## src/rtl/tl_tx_fc_pkg.sv

```systemverilog
// Shared definitions for the transmit flow-control credit gate.
// Build option: TL_TX_FC_SCALED_EN enables HdrScale/DataScale handling and
// widens the credit counters. When it is not defined, the scale fields are
// ignored and narrower counters are used.
package tl_tx_fc_pkg;

    localparam int unsigned PAYLOAD_LENGTH   = 10;
    localparam int unsigned PAYLOAD_IN_CREDS = 9;
    localparam int unsigned FC_HDR_FIELD_W   = 8;
    localparam int unsigned FC_DATA_FIELD_W  = 12;
    localparam int unsigned FC_SCALE_W       = 2;
    localparam int unsigned FC_SHIFT_W       = 3;

`ifdef TL_TX_FC_SCALED_EN
    localparam int unsigned HDR_CL_W  = 12;
    localparam int unsigned DATA_CL_W = 16;
`else
    localparam int unsigned HDR_CL_W  = 8;
    localparam int unsigned DATA_CL_W = 12;
`endif

    // Credit gate state
    typedef enum logic [1:0] {
        FC_IDLE   = 2'd0,
        FC_INIT   = 2'd1,
        FC_ACTIVE = 2'd2
    } fc_state_e;

    // Flow-control type served by an instance
    typedef enum logic [1:0] {
        FC_TYPE_P   = 2'd0,
        FC_TYPE_NP  = 2'd1,
        FC_TYPE_CPL = 2'd2
    } fc_type_e;

    // Scale field encodings
    localparam logic [FC_SCALE_W-1:0] SCALE_NONE = 2'b00;
    localparam logic [FC_SCALE_W-1:0] SCALE_X1   = 2'b01;
    localparam logic [FC_SCALE_W-1:0] SCALE_X4   = 2'b10;
    localparam logic [FC_SCALE_W-1:0] SCALE_X16  = 2'b11;

    // Left-shift applied to an advertised field for each scale code
    localparam logic [FC_SHIFT_W-1:0] SHIFT_NONE = 3'd0;
    localparam logic [FC_SHIFT_W-1:0] SHIFT_X4   = 3'd2;
    localparam logic [FC_SHIFT_W-1:0] SHIFT_X16  = 3'd4;

    // Map a scale code to its shift amount
    function automatic logic [FC_SHIFT_W-1:0] fc_scale_shift(input logic [FC_SCALE_W-1:0] scale);
        logic [FC_SHIFT_W-1:0] shift;
        case (scale)
            SCALE_X4:  shift = SHIFT_X4;
            SCALE_X16: shift = SHIFT_X16;
            default:   shift = SHIFT_NONE;
        endcase
        return shift;
    endfunction

endpackage

```

## src/rtl/tl_tx_fc_dw2creds.sv

```systemverilog
// Converts a TLP payload length in DW into 4-DW data credits.
// A length field of zero encodes 1024 DW (256 credits); header-only TLPs need none.
module tl_tx_fc_dw2creds
    import tl_tx_fc_pkg::*;
(
    input  logic                        has_data,
    input  logic [PAYLOAD_LENGTH-1:0]   len_dw,
    output logic [PAYLOAD_IN_CREDS-1:0] creds_c
);

    localparam logic [PAYLOAD_IN_CREDS-1:0] MAX_CREDS = PAYLOAD_IN_CREDS'(256);

    logic [PAYLOAD_LENGTH:0] len_rounded;

    // Round the length up to the next multiple of 4 DW
    always_comb begin
        len_rounded = {1'b0, len_dw} + (PAYLOAD_LENGTH + 1)'(3);
        creds_c     = '0;
        if (has_data) begin
            if (len_dw == '0) begin
                creds_c = MAX_CREDS;
            end else begin
                creds_c = PAYLOAD_IN_CREDS'(len_rounded >> 2);
            end
        end
    end

endmodule

```

## src/rtl/tl_tx_fc_credit_gate.sv

```systemverilog
// Transmit flow-control credit gate for one FC type.
// Tracks the partner's advertised header/data credit limits (InitFC/UpdateFC),
// counts credits consumed by granted TLPs and grants a TLP only when both
// header and data credits suffice. Build option: TL_TX_FC_SCALED_EN.
module tl_tx_fc_credit_gate
    import tl_tx_fc_pkg::*;
(
    input  logic                        clk,
    input  logic                        arst_n,
    input  logic                        dl_up,
    input  logic                        fc_init_valid,
    input  logic                        fc_upd_valid,
    input  logic [FC_HDR_FIELD_W-1:0]   fc_hdr,
    input  logic [FC_DATA_FIELD_W-1:0]  fc_data,
    input  logic [FC_SCALE_W-1:0]       fc_hdr_scale,
    input  logic [FC_SCALE_W-1:0]       fc_data_scale,
    input  logic                        req_valid,
    input  logic                        req_has_data,
    input  logic [PAYLOAD_LENGTH-1:0]   req_len_dw,
    output logic                        req_grant,
    output logic                        fc_active,
    output logic [HDR_CL_W-1:0]         hdr_creds_avail,
    output logic [DATA_CL_W-1:0]        data_creds_avail
);

    // Largest legal gap between limit and consumed+required (half the counter range)
    localparam logic [HDR_CL_W-1:0]  HDR_HALF  = {1'b1, {(HDR_CL_W-1){1'b0}}};
    localparam logic [DATA_CL_W-1:0] DATA_HALF = {1'b1, {(DATA_CL_W-1){1'b0}}};
    localparam logic [HDR_CL_W-1:0]  HDR_REQ   = HDR_CL_W'(1);

    fc_state_e              state_q, state_d;
    logic [HDR_CL_W-1:0]    hdr_lim_q, hdr_lim_d;
    logic [DATA_CL_W-1:0]   data_lim_q, data_lim_d;
    logic [HDR_CL_W-1:0]    hdr_cons_q, hdr_cons_d;
    logic [DATA_CL_W-1:0]   data_cons_q, data_cons_d;
    logic                   hdr_inf_q, hdr_inf_d;
    logic                   data_inf_q, data_inf_d;

    logic [FC_SHIFT_W-1:0]       hdr_shift;
    logic [FC_SHIFT_W-1:0]       data_shift;
    logic [HDR_CL_W-1:0]         hdr_lim_load;
    logic [DATA_CL_W-1:0]        data_lim_load;
    logic [PAYLOAD_IN_CREDS-1:0] data_req_c;
    logic [DATA_CL_W-1:0]        data_req_ext;
    logic [HDR_CL_W-1:0]         hdr_gap;
    logic [DATA_CL_W-1:0]        data_gap;
    logic                        hdr_ok;
    logic                        data_ok;

`ifdef TL_TX_FC_SCALED_EN
    // Scale codes select the shift applied to advertised fields
    assign hdr_shift  = fc_scale_shift(fc_hdr_scale);
    assign data_shift = fc_scale_shift(fc_data_scale);
`else
    // Unscaled build: advertised fields are used as-is
    logic unused_scale;
    assign unused_scale = ^{fc_hdr_scale, fc_data_scale};
    assign hdr_shift    = SHIFT_NONE;
    assign data_shift   = SHIFT_NONE;
`endif

    // Limits as they would be loaded from the current DLLP fields
    assign hdr_lim_load  = HDR_CL_W'(fc_hdr) << hdr_shift;
    assign data_lim_load = DATA_CL_W'(fc_data) << data_shift;

    tl_tx_fc_dw2creds u_dw2creds (
        .has_data (req_has_data),
        .len_dw   (req_len_dw),
        .creds_c  (data_req_c)
    );

    assign data_req_ext = DATA_CL_W'(data_req_c);

    // Credit sufficiency: remaining gap after this TLP must not look negative
    always_comb begin
        hdr_gap  = hdr_lim_q - (hdr_cons_q + HDR_REQ);
        data_gap = data_lim_q - (data_cons_q + data_req_ext);
        hdr_ok   = hdr_inf_q || (hdr_gap <= HDR_HALF);
        data_ok  = data_inf_q || (data_req_c == '0) || (data_gap <= DATA_HALF);
    end

    assign fc_active        = (state_q == FC_ACTIVE);
    assign req_grant        = req_valid & fc_active & hdr_ok & data_ok;
    assign hdr_creds_avail  = hdr_inf_q  ? '1 : (hdr_lim_q - hdr_cons_q);
    assign data_creds_avail = data_inf_q ? '1 : (data_lim_q - data_cons_q);

    // FSM next state: link up -> await InitFC -> active; link down always idles
    always_comb begin
        state_d = state_q;
        case (state_q)
            FC_IDLE:   if (dl_up) state_d = FC_INIT;
            FC_INIT:   if (fc_init_valid) state_d = FC_ACTIVE;
            FC_ACTIVE: state_d = FC_ACTIVE;
            default:   state_d = FC_IDLE;
        endcase
        if (!dl_up) begin
            state_d = FC_IDLE;
        end
    end

    // Limit, infinite-flag and consumed-counter next values
    always_comb begin
        hdr_lim_d   = hdr_lim_q;
        data_lim_d  = data_lim_q;
        hdr_cons_d  = hdr_cons_q;
        data_cons_d = data_cons_q;
        hdr_inf_d   = hdr_inf_q;
        data_inf_d  = data_inf_q;

        if ((state_q == FC_INIT) && fc_init_valid) begin
            hdr_lim_d  = hdr_lim_load;
            data_lim_d = data_lim_load;
            hdr_inf_d  = (fc_hdr == '0);
            data_inf_d = (fc_data == '0);
        end else if ((state_q == FC_ACTIVE) && fc_upd_valid) begin
            // Infinite fields keep their limit; only finite ones track updates
            if (!hdr_inf_q) begin
                hdr_lim_d = hdr_lim_load;
            end
            if (!data_inf_q) begin
                data_lim_d = data_lim_load;
            end
        end

        // Consumption uses the pre-edge limit decision and wraps freely
        if (req_grant) begin
            hdr_cons_d  = hdr_cons_q + HDR_REQ;
            data_cons_d = data_cons_q + data_req_ext;
        end

        if (!dl_up) begin
            hdr_lim_d   = '0;
            data_lim_d  = '0;
            hdr_cons_d  = '0;
            data_cons_d = '0;
            hdr_inf_d   = 1'b0;
            data_inf_d  = 1'b0;
        end
    end

    // State register
    always_ff @(posedge clk or negedge arst_n) begin
        if (!arst_n) begin
            state_q <= FC_IDLE;
        end else begin
            state_q <= state_d;
        end
    end

    // Credit registers
    always_ff @(posedge clk or negedge arst_n) begin
        if (!arst_n) begin
            hdr_lim_q   <= '0;
            data_lim_q  <= '0;
            hdr_cons_q  <= '0;
            data_cons_q <= '0;
            hdr_inf_q   <= 1'b0;
            data_inf_q  <= 1'b0;
        end else begin
            hdr_lim_q   <= hdr_lim_d;
            data_lim_q  <= data_lim_d;
            hdr_cons_q  <= hdr_cons_d;
            data_cons_q <= data_cons_d;
            hdr_inf_q   <= hdr_inf_d;
            data_inf_q  <= data_inf_d;
        end
    end

endmodule

```

## config.mk

```make
export PLATFORM = sky130hd
export DESIGN_NAME = tl_tx_fc_credit_gate
export DESIGN_NICKNAME = d
export VERILOG_FILES = /design/src/rtl/tl_tx_fc_pkg.sv /design/src/rtl/tl_tx_fc_dw2creds.sv /design/src/rtl/tl_tx_fc_credit_gate.sv
export SDC_FILE = /design/constraint.sdc
export NUM_CORES = 1
export LEC_CHECK = 0
export ABC_AREA = 1
export CAP_MARGIN = 20
export CORE_UTILIZATION = 50
export DETAILED_ROUTE_END_ITERATION = 16
export GPL_ROUTABILITY_DRIVEN = 0
export PLACE_DENSITY = 0.78
export SYNTH_ARGS = -nofsm -noshare
export SYNTH_HDL_FRONTEND = slang
export SYNTH_SLANG_ARGS = --single-unit
```

## constraint.sdc

```tcl
create_clock -name clk -period 5.4 [get_ports clk]
set_input_delay 0.81 -clock clk [delete_from_list [all_inputs] [get_ports clk]]
set_output_delay 0.81 -clock clk [all_outputs]
set_load 0.05 [all_outputs]
```

==> impl_metrics.toml, run 1 <==
[worst_setup_path]
crit_buf_inv = 6
critical_path.top_delay_family = "simple AND/OR/NAND/NOR gates"
crit_fanout = 4
cp-start-kind = "primary input"
cp.required_ps = 4590
criticalPathCategory = "in2out"
crit_path_max_incr_delay_ps = 370
worstSetupEndpointType = "output pin"
critical-path-slowest-cell = "ha_1"
worstPathArrival_ps = 4490

[yosys]
synthFlopType = "dfrtp_1"
syn_nets = 812
yosysMostFrequentCell = "nand2_1"
yosysSeqAreaShare = 0.232
synth.top_cells.by_count = "nand2_1, inv_1, nand3_1"
synth_area_leaders = "dfrtp_1, nand2_1, ha_1"
async_flop_share = 1.00
yosys.cell_types.count = 36
synth-seq-cells = 44
synth_area_mm2 = 0.00475
synth_top_cell_by_area = "dfrtp_1"
synth_edf_count = 0
synth_top_area_frac = 0.232
yosysWarnings = 0
syn_area_per_cell_um2 = 6.63
netlist_instances = 717

[route]
ant_nets = 0
drtIter0Drc = 339
drt-pass1-iter-count = 7
drc = 0
vias = 5259
vias_per_cell = 5.53
wire_per_inst_um = 14.8
routed_wl_mm = 14.1

[clock_network]
cts_buffers = 5
clockRootBuffer = "clkbuf_8"
cts_sinks = 44
clk_pin_slew_worst_paths_ps = 90
htreeDepth = 2
hold_buffers = 0
worstSkewPairLatency_ps = 310
cts_tree = "built"
clockBufferDepth = 2

[sta]
setup_violations = 0
fin_crit_ps = 5300
hold_viol_final = 0
period_share = 0.982
timing.fmax_ghz = 0.189
max_slew_margin = 0.651
tightest_slew_ps = 522
finalMaxSlewViolations = 0
fin_setup_tns_ps = 0
fin_worst_skew_ps = 15.7

[global_routing]
antenna_found_initial = 0
grt_pass1_wl_mm = 21.9
grt_usage = 0.274
grt_pass1_vias = 4844
grt_max_degree = 66
grt_overflow_total = 0

[placed_design]
io_buffer_count = 58
dp_cells = 924
hpwl_mm = 9.91

[finish]
nets = 916
finalNonFillerCells = 951
fillers = 729
syn2layout_area_growth_pct = 31.8
drive_gt1_frac = 0.189
final_util = 0.678
diodes = 0

[power_and_ir_drop]
ir_worst_vdd_uv = 226
power.leakage_uw = 0.00333
powerDensity_mw_per_mm2 = 325

[run_status]
status = "finished clean"

[floorplanning]
io_pins = 63
start_util = 0.514
fp.dieH_um = 99.5
coreArea_mm2 = 0.00924
rows = 35
die_width_um = 99.5
dieArea_mm2 = 0.00990

[run]
maxCapViolCount = 0

[min_path]
hold_class = "in2async"
## layout make-up
| type | instances | area (µm²) | share of cell area |
|---|---|---|---|
| clock buffers | 6 | 82.6 | 0.0132 |
| clock inverters | 2 | 15.0 | 0.00240 |
| inverters | 133 | 499 | 0.0797 |
| multi-input cells | 523 | 3390 | 0.541 |
| flip-flops and latches | 44 | 1100 | 0.176 |
| well taps | 129 | 161 | 0.0258 |
| repair buffers | 114 | 1010 | 0.162 |
## kinds of logic after synthesis
logic type / synth area share
AND/OR/NAND/NOR: 0.357
buffers and inverters: 0.126
AO/OA/AOI/OAI: 0.0995
adder cells (fa/ha/maj): 0.150
flip-flops: 0.232
XOR/XNOR: 0.0350
## per-layer routing
layer | global-route usage | up-vias | share of wire | routed length (µm)
met5 | 0 | - | 0 | 0
met4 | 0.0848 | 0 | 0.035 | 495
met3 | 0.0316 | 43 | 0.055 | 768
met2 | 0.481 | 217 | 0.49 | 6950
met1 | 0.353 | 2461 | 0.42 | 5840
li1 | - | 2538 | - | -
## registers in the layout, summed over array words and instances (netlist names)
| register | count |
|---|---|
| data_cons_q | 12 |
| hdr_lim_q | 8 |
| hdr_inf_q | 1 |
| state_q | 2 |
| data_inf_q | 1 |
| data_lim_q | 12 |
| hdr_cons_q | 8 |
## cells in the final DEF, fill, tap and decap left out, types with 25 or more instances in the layout
cell / Yosys / final
a21oi_1: 30 / 25
clkdlybuf4s50_1: 0 / 49
inv_1: 130 / 124
o21ai_0: 39 / 39
nand2_1: 169 / 157
nor2_1: 43 / 34
nand4_1: 28 / 28
buf_4: 5 / 54
dfrtp_1: 44 / 44
nand3_1: 78 / 69
ha_1: 49 / 44
## repair_timing
| action | 4_1_cts | 5_1_grt |
|---|---|---|
| pin swaps | 26 | 28 |
| endpoints found under the setup margin | 1 | 1 |
| resized for setup | 36 | 48 |
| buffers inserted | 11 | 6 |
## stage by stage
stage	total power (µW)	instance area, µm²	setup WS, ps	hold WS, ps
after floorplan	1320	4750	163	492
after global placement	1650	5670	-261	511
after detailed placement	1690	5680	-505	523
after CTS	1960	5990	24.8	543
after global routing	2180	6260	-101	385
final	2040	6260	99.6	376
## final timing paths
| path | slack, ps | to | depth (start not counted) | start |
|---|---|---|---|---|
| max in group asynchronous | 4540 | hdr_lim_q[2]$_DFFE_PN0P_ | 2 | arst_n |
| min in group clk | 550 | data_cons_q[10]$_DFFE_PN0P_ | 2 | data_cons_q[10]$_DFFE_PN0P_ |
| worst min-delay path | 380 | data_cons_q[6]$_DFFE_PN0P_ | 1 | arst_n |
| worst max-delay path | 100 | req_grant | 27 | req_len_dw[3] |
| worst min register to register | 550 | data_cons_q[10]$_DFFE_PN0P_ | 2 | data_cons_q[10]$_DFFE_PN0P_ |
| worst max register to register | 1610 | data_cons_q[11]$_DFFE_PN0P_ | 21 | data_cons_q[0]$_DFFE_PN0P_ |
## report_power, final
group          leakage [µW]  internal [µW]  switching [µW]  total [µW]
registers          0.000593            367            49.2         417
logic               0.00270            506             882        1390
clock network     0.0000434            104             127         231
total               0.00333            977            1060        2040
Power figures use the tool's default switching activity.
==> run 2, diff against run 1 <==
- HOLD_SLACK_MARGIN: not set -> 0.05
==> results of run 2 <==
The final DEF is identical to that of run 1; final timing and power are the same.
==> run 3, diff against run 2 <==
- CTS_BUF_LIST: not set -> sky130_fd_sc_hd__clkbuf_4 sky130_fd_sc_hd__clkbuf_8
==> results of run 3 <==
The final DEF is identical to that of run 1; final timing and power are the same.
